`config.mk`:
```
export PLATFORM = sky130hd
export DESIGN_NAME = uart_rx_fsm_ctrl
export DESIGN_NICKNAME = d
export VERILOG_FILES = /design/src/rtl/uart_rx_pkg.sv /design/src/rtl/uart_rx_edge_bit_cnt.sv /design/src/rtl/uart_rx_fsm_ctrl.sv
export SDC_FILE = /design/constraint.sdc
export NUM_CORES = 1
export LEC_CHECK = 0
export CAP_MARGIN = 0
export CELL_PAD_IN_SITES_DETAIL_PLACEMENT = 1
export CELL_PAD_IN_SITES_GLOBAL_PLACEMENT = 2
export CORE_ASPECT_RATIO = 1.75
export CORE_MARGIN = 3
export CORE_UTILIZATION = 27
export CTS_CLUSTER_SIZE = 8
export DETAILED_ROUTE_END_ITERATION = 10
export PLACE_DENSITY = 0.88
export SLEW_MARGIN = 25
export SYNTH_ARGS = -nofsm -noshare
export SYNTH_HDL_FRONTEND = slang
export SYNTH_SLANG_ARGS = --single-unit
export TNS_END_PERCENT = 5
```
`constraint.sdc`:
```
create_clock -name CLK -period 2.15 [get_ports CLK]
set_clock_uncertainty 0.15 [all_clocks]
set_input_delay 0.3225 -clock CLK [delete_from_list [all_inputs] [get_ports CLK]]
set_output_delay 0.3225 -clock CLK [all_outputs]
set_load 0.01 [all_outputs]
```
`src/rtl/uart_rx_pkg.sv`:
```
// uart_rx_pkg: shared state encoding, prescale constants and defaults for the UART RX controller
package uart_rx_pkg;

    typedef enum logic [2:0] {
        IDLE   = 3'd0,
        START  = 3'd1,
        DATA   = 3'd2,
        PARITY = 3'd3,
        STOP   = 3'd4,
        DONE   = 3'd5
    } state_t;

    localparam int PRESC_4 = 4;
    localparam int PRESC_8 = 8;
    localparam int PRESC_16 = 16;
    localparam int DATA_WIDTH_DEF = 8;

    function automatic int presc_period(input int p);
        return (p == PRESC_4 || p == PRESC_8 || p == PRESC_16) ? p : PRESC_8;
    endfunction

endpackage

```
`src/rtl/uart_rx_edge_bit_cnt.sv`:
```
// uart_rx_edge_bit_cnt: oversampling edge counter and frame bit counter with wrap at p_last
module uart_rx_edge_bit_cnt #(
    parameter int PRESC_W = 5,
    parameter int BIT_CNT_W = 4
) (
    input  logic                 clk,
    input  logic                 rst_n,
    input  logic                 en,
    input  logic                 clr,
    input  logic [PRESC_W-1:0]   p_last,
    output logic [PRESC_W-1:0]   edge_cnt,
    output logic [BIT_CNT_W-1:0] bit_cnt
);

    always_ff @(posedge clk) begin
        if (!rst_n || clr) begin
            edge_cnt <= '0;
            bit_cnt <= '0;
        end else if (en) begin
            edge_cnt <= (edge_cnt == p_last) ? '0 : edge_cnt + 1'b1;
            bit_cnt <= (edge_cnt == p_last) ? bit_cnt + 1'b1 : bit_cnt;
        end
    end

endmodule

```
`src/rtl/uart_rx_fsm_ctrl.sv`:
```
// uart_rx_fsm_ctrl: UART RX frame sequencer driving sampler, deserializer and checker strobes
module uart_rx_fsm_ctrl
    import uart_rx_pkg::*;
#(
    parameter int DATA_WIDTH = DATA_WIDTH_DEF,
    parameter int PRESC_W = 5,
    parameter int BIT_CNT_W = 4
) (
    input  logic                 CLK,
    input  logic                 RST,
    input  logic                 RX_IN,
    input  logic                 PAR_EN,
    input  logic [PRESC_W-1:0]   prescale,
    input  logic                 sampled_bit,
    input  logic                 par_err,
    input  logic                 stp_err,
    output logic [PRESC_W-1:0]   edge_cnt,
    output logic [BIT_CNT_W-1:0] bit_cnt,
    output logic                 dat_samp_en,
    output logic                 strt_chk_en,
    output logic                 deser_en,
    output logic                 par_chk_en,
    output logic                 stp_chk_en,
    output logic                 data_valid
);

    state_t state;
    logic [PRESC_W-1:0] p_last;
    logic par_en_q;
    logic par_bad;
    logic run;
    logic last;
    logic cnt_clr;

    always_comb begin
        run = state inside {START, DATA, PARITY, STOP};
        last = edge_cnt == p_last;
        dat_samp_en = run;
        strt_chk_en = state == START && last;
        deser_en = state == DATA && last;
        par_chk_en = state == PARITY && last;
        stp_chk_en = state == STOP && last;
        // counters restart at 0 whenever the frame ends or the start bit proves to be a glitch
        cnt_clr = !run || (last && (state == STOP || (state == START && sampled_bit)));
    end

    uart_rx_edge_bit_cnt #(
        .PRESC_W(PRESC_W),
        .BIT_CNT_W(BIT_CNT_W)
    ) u_cnt (
        .clk(CLK),
        .rst_n(RST),
        .en(run),
        .clr(cnt_clr),
        .p_last(p_last),
        .edge_cnt(edge_cnt),
        .bit_cnt(bit_cnt)
    );

    always_ff @(posedge CLK) begin
        if (!RST) begin
            state <= IDLE;
            p_last <= '0;
            par_en_q <= 1'b0;
            par_bad <= 1'b0;
            data_valid <= 1'b0;
        end else begin
            data_valid <= 1'b0;
            case (state)
                IDLE: begin
                    if (!RX_IN) begin
                        state <= START;
                        p_last <= PRESC_W'(presc_period(int'(prescale)) - 1);
                        par_en_q <= PAR_EN;
                    end
                end
                START: if (last) state <= sampled_bit ? IDLE : DATA;
                DATA: if (last && bit_cnt == BIT_CNT_W'(DATA_WIDTH)) state <= par_en_q ? PARITY : STOP;
                PARITY: begin
                    if (last) begin
                        par_bad <= par_bad | par_err;
                        state <= STOP;
                    end
                end
                STOP: begin
                    if (last) begin
                        state <= DONE;
                        data_valid <= !par_bad && !stp_err;
                    end
                end
                DONE: begin
                    par_bad <= 1'b0;
                    state <= RX_IN ? IDLE : START;
                    if (!RX_IN) begin
                        p_last <= PRESC_W'(presc_period(int'(prescale)) - 1);
                        par_en_q <= PAR_EN;
                    end
                end
                default: state <= IDLE;
            endcase
        end
    end

endmodule

```
==> impl_results.html <==
<table>
<tr><th>Metric</th><th>Value</th></tr>
<tr><th colspan="2">Run status</th></tr>
<tr><td>Run status</td><td>complete, no violations</td></tr>
<tr><th colspan="2">Setup path</th></tr>
<tr><td>CP Capture Type</td><td>primary output</td></tr>
<tr><td>Type of the worst setup path</td><td>flop to primary output</td></tr>
<tr><td>Critical path's largest stage delay</td><td>around 0.33 ns</td></tr>
<tr><td>Reg2Reg Depth</td><td>6</td></tr>
<tr><td>CP Data Arrival Time</td><td>1.56 ns</td></tr>
<tr><td>Reg-to-reg startpoint</td><td>p_last[4]</td></tr>
<tr><td>Biggest fanout along the worst timing path</td><td>6</td></tr>
<tr><td>Ordered list of cells on the worst path</td><td>xnor2_1, nand3_1, or2_4, nor3_1, clkbuf_2</td></tr>
<tr><td>Cell with the largest stage delay on the worst path</td><td>dfxtp_1</td></tr>
<tr><td>Crit path launch type</td><td>flop</td></tr>
<tr><td>Reg2Reg Setup Slack</td><td>roughly 0.18 ns</td></tr>
<tr><td>Req. time, crit path</td><td>between 1.5 and 2 ns</td></tr>
<tr><td>RR Endpoint</td><td>u_cnt.bit_cnt[3]</td></tr>
<tr><th colspan="2">Power and ir drop</th></tr>
<tr><td>Cell-internal power</td><td>0.822 mW</td></tr>
<tr><td>Comb power frac</td><td>a little under a third</td></tr>
<tr><td>Leakage power</td><td>slightly below 0.6 nW</td></tr>
<tr><td>Sw frac</td><td>30.7%</td></tr>
<tr><td>Worst voltage drop across the vdd grid</td><td>roughly 0.38 mV</td></tr>
<tr><td>Clock group share of total power</td><td>32.4%</td></tr>
<tr><td>Cell Pwr Density</td><td>between 700 and 800 mW/mm²</td></tr>
<tr><td>Portion of total power attributed to sequential cells</td><td>35.8%</td></tr>
<tr><td>P_sw</td><td>0.365 mW</td></tr>
<tr><th colspan="2">Timing</th></tr>
<tr><td>Part of the cycle the worst path needs</td><td>between 90 and 100%</td></tr>
<tr><td>Final worst-path setup slack</td><td>approximately 0.12 ns</td></tr>
<tr><td>Number of failing setup endpoints in the final timing report</td><td>0</td></tr>
<tr><td>Final sum of negative setup slack</td><td>0 ns</td></tr>
<tr><td>Final critical-path required period</td><td>~2.0 ns</td></tr>
<tr><td>Final-report hold violation count</td><td>0</td></tr>
<tr><td>Final slew viol count</td><td>0</td></tr>
<tr><td>Unrepaired setup endpoints after global routing</td><td>no</td></tr>
<tr><td>Maximum operating frequency</td><td>between 400 and 500 MHz</td></tr>
<tr><th colspan="2">Die</th></tr>
<tr><td>Die Outline Area</td><td>approximately 0.0048 mm²</td></tr>
<tr><td>Number of core rows</td><td>29</td></tr>
<tr><td>Horizontal extent of the die</td><td>53.6 µm</td></tr>
<tr><td>Starting density of the core</td><td>approximately 29%</td></tr>
<tr><td>Core region area</td><td>between 0.003 and 0.004 mm²</td></tr>
<tr><td>Count of pins on the block boundary</td><td>27</td></tr>
<tr><td>Height of the die</td><td>just under 90 µm</td></tr>
<tr><th colspan="2">Yosys</th></tr>
<tr><td>Number of enable-type register cells in the synthesized netlist</td><td>0</td></tr>
<tr><td>Post-synthesis sequential area ratio</td><td>a little under two fifths</td></tr>
<tr><td>Proportion of netlist area held by the largest area contributor</td><td>37.3%</td></tr>
<tr><td>Average footprint of a synthesized cell</td><td>approximately 8.0 µm²</td></tr>
<tr><td>Fraction of registers with async set/reset</td><td>0%</td></tr>
<tr><td>Count of synthesis-stage warnings from yosys</td><td>0</td></tr>
<tr><td>Number of different library cells in the post-synthesis netlist</td><td>33</td></tr>
<tr><td>Cells after Synth</td><td>134</td></tr>
<tr><td>Library cell occupying the most area in the post-synthesis netlist</td><td>dfxtp_1</td></tr>
<tr><td>Area of the mapped netlist</td><td>roughly 0.0011 mm²</td></tr>
<tr><td>Flip-flop cell with the highest count after synthesis</td><td>dfxtp_1</td></tr>
<tr><td>Post-synthesis sequential element count</td><td>20</td></tr>
<tr><td>Most area-consuming cells after synthesis</td><td>dfxtp_1, xnor2_1, nor2_1, ha_1, nand2_1</td></tr>
<tr><th colspan="2">Placement</th></tr>
<tr><td>Post-place setup slack</td><td>-0.105 ns</td></tr>
<tr><td>DP Cell Count</td><td>around 220</td></tr>
<tr><td>Placer Congestion</td><td>slightly above 0.9</td></tr>
<tr><td>Port buffer count</td><td>26</td></tr>
<tr><td>Sum of net half-perimeters after detailed placement</td><td>2580 µm</td></tr>
<tr><th colspan="2">Clocking</th></tr>
<tr><td>Number of CTS-inserted buffers</td><td>3</td></tr>
<tr><td>Clock transition at the registers of the reported paths</td><td>around 0.080 ns</td></tr>
<tr><td>Clk_lat worst skew</td><td>between 0.2 and 0.3 ns</td></tr>
<tr><td>Clock tree from TritonCTS</td><td>done</td></tr>
<tr><td>Number of sinks handled by clock tree synthesis</td><td>20</td></tr>
<tr><td>Bufs on Longest Clock Path</td><td>2</td></tr>
<tr><td>Buffers inserted by post-CTS timing repair</td><td>0</td></tr>
<tr><td>Maximum level of the CTS H-tree</td><td>1</td></tr>
<tr><td>Clock Tree Root</td><td>clkbuf_8</td></tr>
<tr><th colspan="2">Route</th></tr>
<tr><td>Detailed Route Iter0 Violations</td><td>6</td></tr>
<tr><td>Detailed Routing Iterations Pass 1</td><td>4</td></tr>
<tr><td>Via count</td><td>roughly 1100</td></tr>
<tr><td>Via-per-instance ratio</td><td>a little under 5</td></tr>
<tr><td>Post-detailed-routing wire length</td><td>roughly 3200 µm</td></tr>
<tr><td>Per-cell routed wire length</td><td>roughly 15 µm</td></tr>
<tr><td>Drc violations</td><td>0</td></tr>
<tr><td>Antenna-violating nets left</td><td>0</td></tr>
<tr><th colspan="2">Hold path</th></tr>
<tr><td>Hold Path Origin</td><td>p_last[3]</td></tr>
<tr><td>Sink of the worst hold path</td><td>p_last[3]</td></tr>
<tr><td>Hold depth</td><td>2</td></tr>
<tr><td>Hold/Removal Path Class</td><td>flop to flop</td></tr>
<tr><th colspan="2">Layout</th></tr>
<tr><td>Leading cell type in the layout, fill and taps excluded</td><td>clkdlybuf4s50_1</td></tr>
<tr><td>Non-filler cells in the finished layout</td><td>between 200 and 250</td></tr>
<tr><td>Share of layout cells above drive strength 1</td><td>16.8%</td></tr>
<tr><td>Nets@finish</td><td>190</td></tr>
<tr><td>Ant diodes</td><td>0</td></tr>
<tr><td>Layout overhead on the synthesized area</td><td>45.0%</td></tr>
<tr><td>Commonest cells after routing, fill and taps aside</td><td>clkdlybuf4s50_1, dfxtp_1, nand2_1, nor2_1, buf_4</td></tr>
<tr><td>Fraction of the core area covered by cells at the end of the flow</td><td>41.6%</td></tr>
<tr><td>Filler cell count</td><td>between 400 and 500</td></tr>
<tr><th colspan="2">Global routing</th></tr>
<tr><td>Residual overflow from global routing</td><td>0</td></tr>
<tr><td>GRT Total Usage</td><td>~16%</td></tr>
<tr><td>First-pass GRT wire length</td><td>between 5000 and 6000 µm</td></tr>
<tr><td>Maximum number of pins on one net before global-route repair</td><td>14</td></tr>
<tr><td>Vias in the first global route</td><td>about 1200</td></tr>
<tr><td>Antenna violations before repair</td><td>0</td></tr>
<tr><th colspan="2">Run</th></tr>
<tr><td>Count of maximum capacitance violations</td><td>0</td></tr>
</table>
[layout make-up]
cell class | count | area [µm²] | area share [%]
Sequential cell | 20 | 403 | 25.9
Clock buffer | 3 | 41.3 | 2.65
Clock inverter | 1 | 30.0 | 1.93
Tap cell | 46 | 57.6 | 3.70
Inverter | 6 | 22.5 | 1.45
Multi-Input combinational cell | 104 | 663 | 42.6
Timing Repair Buffer | 39 | 338 | 21.7
[flip-flops by register name, summed over array words and instances (netlist names)]
signal	flops
data_valid	1
p_last	5
par_bad	1
par_en_q	1
state	3
u_cnt.bit_cnt	4
u_cnt.edge_cnt	5
[kinds of logic after synthesis]
group / count (synthesis) / share of synthesized area (%)
simple gates: 62 / 29.3
compound gates: 24 / 14.1
flops: 20 / 37.3
buf+inv: 11 / 4.20
xor+xnor: 10 / 8.17
fa+ha+maj: 4 / 4.67
mux: 2 / 1.87
other cells: 1 / 0.350
[critical path: cells and delay by family (launching register included)]
family	cells	cell delay, ns
xor gates and xnor gates	1	0.16
DFF	1	0.33
and+or+nand+nor	3	0.64
buffers and inverters	1	0.17
[repair_timing]
item / CTS / global route
endpoints found under the setup margin: 5 / 5
gates resized for setup: 12 / 10
pin swaps: 0 / 0
hold buffers: 0 / 0
[power groups by stage]
stage / sequential [mW] / combinational, mW / clock [mW]
floorplan: 0.416 / 0.209 / 0
global placement: 0.426 / 0.350 / 0
detailed placement: 0.429 / 0.359 / 0
CTS: 0.424 / 0.375 / 0.391
global route: 0.430 / 0.419 / 0.413
finish: 0.425 / 0.377 / 0.385
[Yosys cell counts, types with 3 or more instances]
cell      count
o21ai_0       9
buf_2         3
xor2_1        3
and2_1        3
inv_1         6
nor2_1       15
ha_1          4
nand2_1      13
nor3_1        6
nor2b_1       3
nand3_1       7
a21oi_1       5
xnor2_1       7
nand2b_1      5
dfxtp_1      20
[metrics by stage]
| step | hold WS, ns | area [µm²] | power [mW] |
|---|---|---|---|
| after floorplan | 0.298 | 1080 | 0.625 |
| final | 0.365 | 1560 | 1.19 |
| after global routing | 0.394 | 1560 | 1.26 |
| after detailed placement | 0.347 | 1470 | 0.787 |
| after global placement | 0.310 | 1470 | 0.776 |
| after CTS | 0.371 | 1560 | 1.19 |
[worst max path at each step]
| stage | to | slack (ns) | cells after the start | startpoint |
|---|---|---|---|---|
| CTS | strt_chk_en | 0.006 | 5 | p_last[4] |
| finish | strt_chk_en | 0.12 | 5 | p_last[4] |
| floorplan | deser_en | 0.26 | 5 | u_cnt.edge_cnt[0] |
| detailed placement | par_chk_en | -0.11 | 5 | p_last[4] |
| global placement | par_chk_en | -0.03 | 5 | p_last[1] |
| global route | deser_en | 0.01 | 5 | u_cnt.edge_cnt[4] |
[routing by layer]
metal  vias to the layer above  part of all wire, %  track usage (%)
met5                         -                    0                0
met4                         0                  1.7             4.88
met3                         6                  2.8             2.00
met2                        17                   61             31.6
met1                       524                   35             15.7
li1                        532                    -                -
Power figures use the tool's default switching activity.
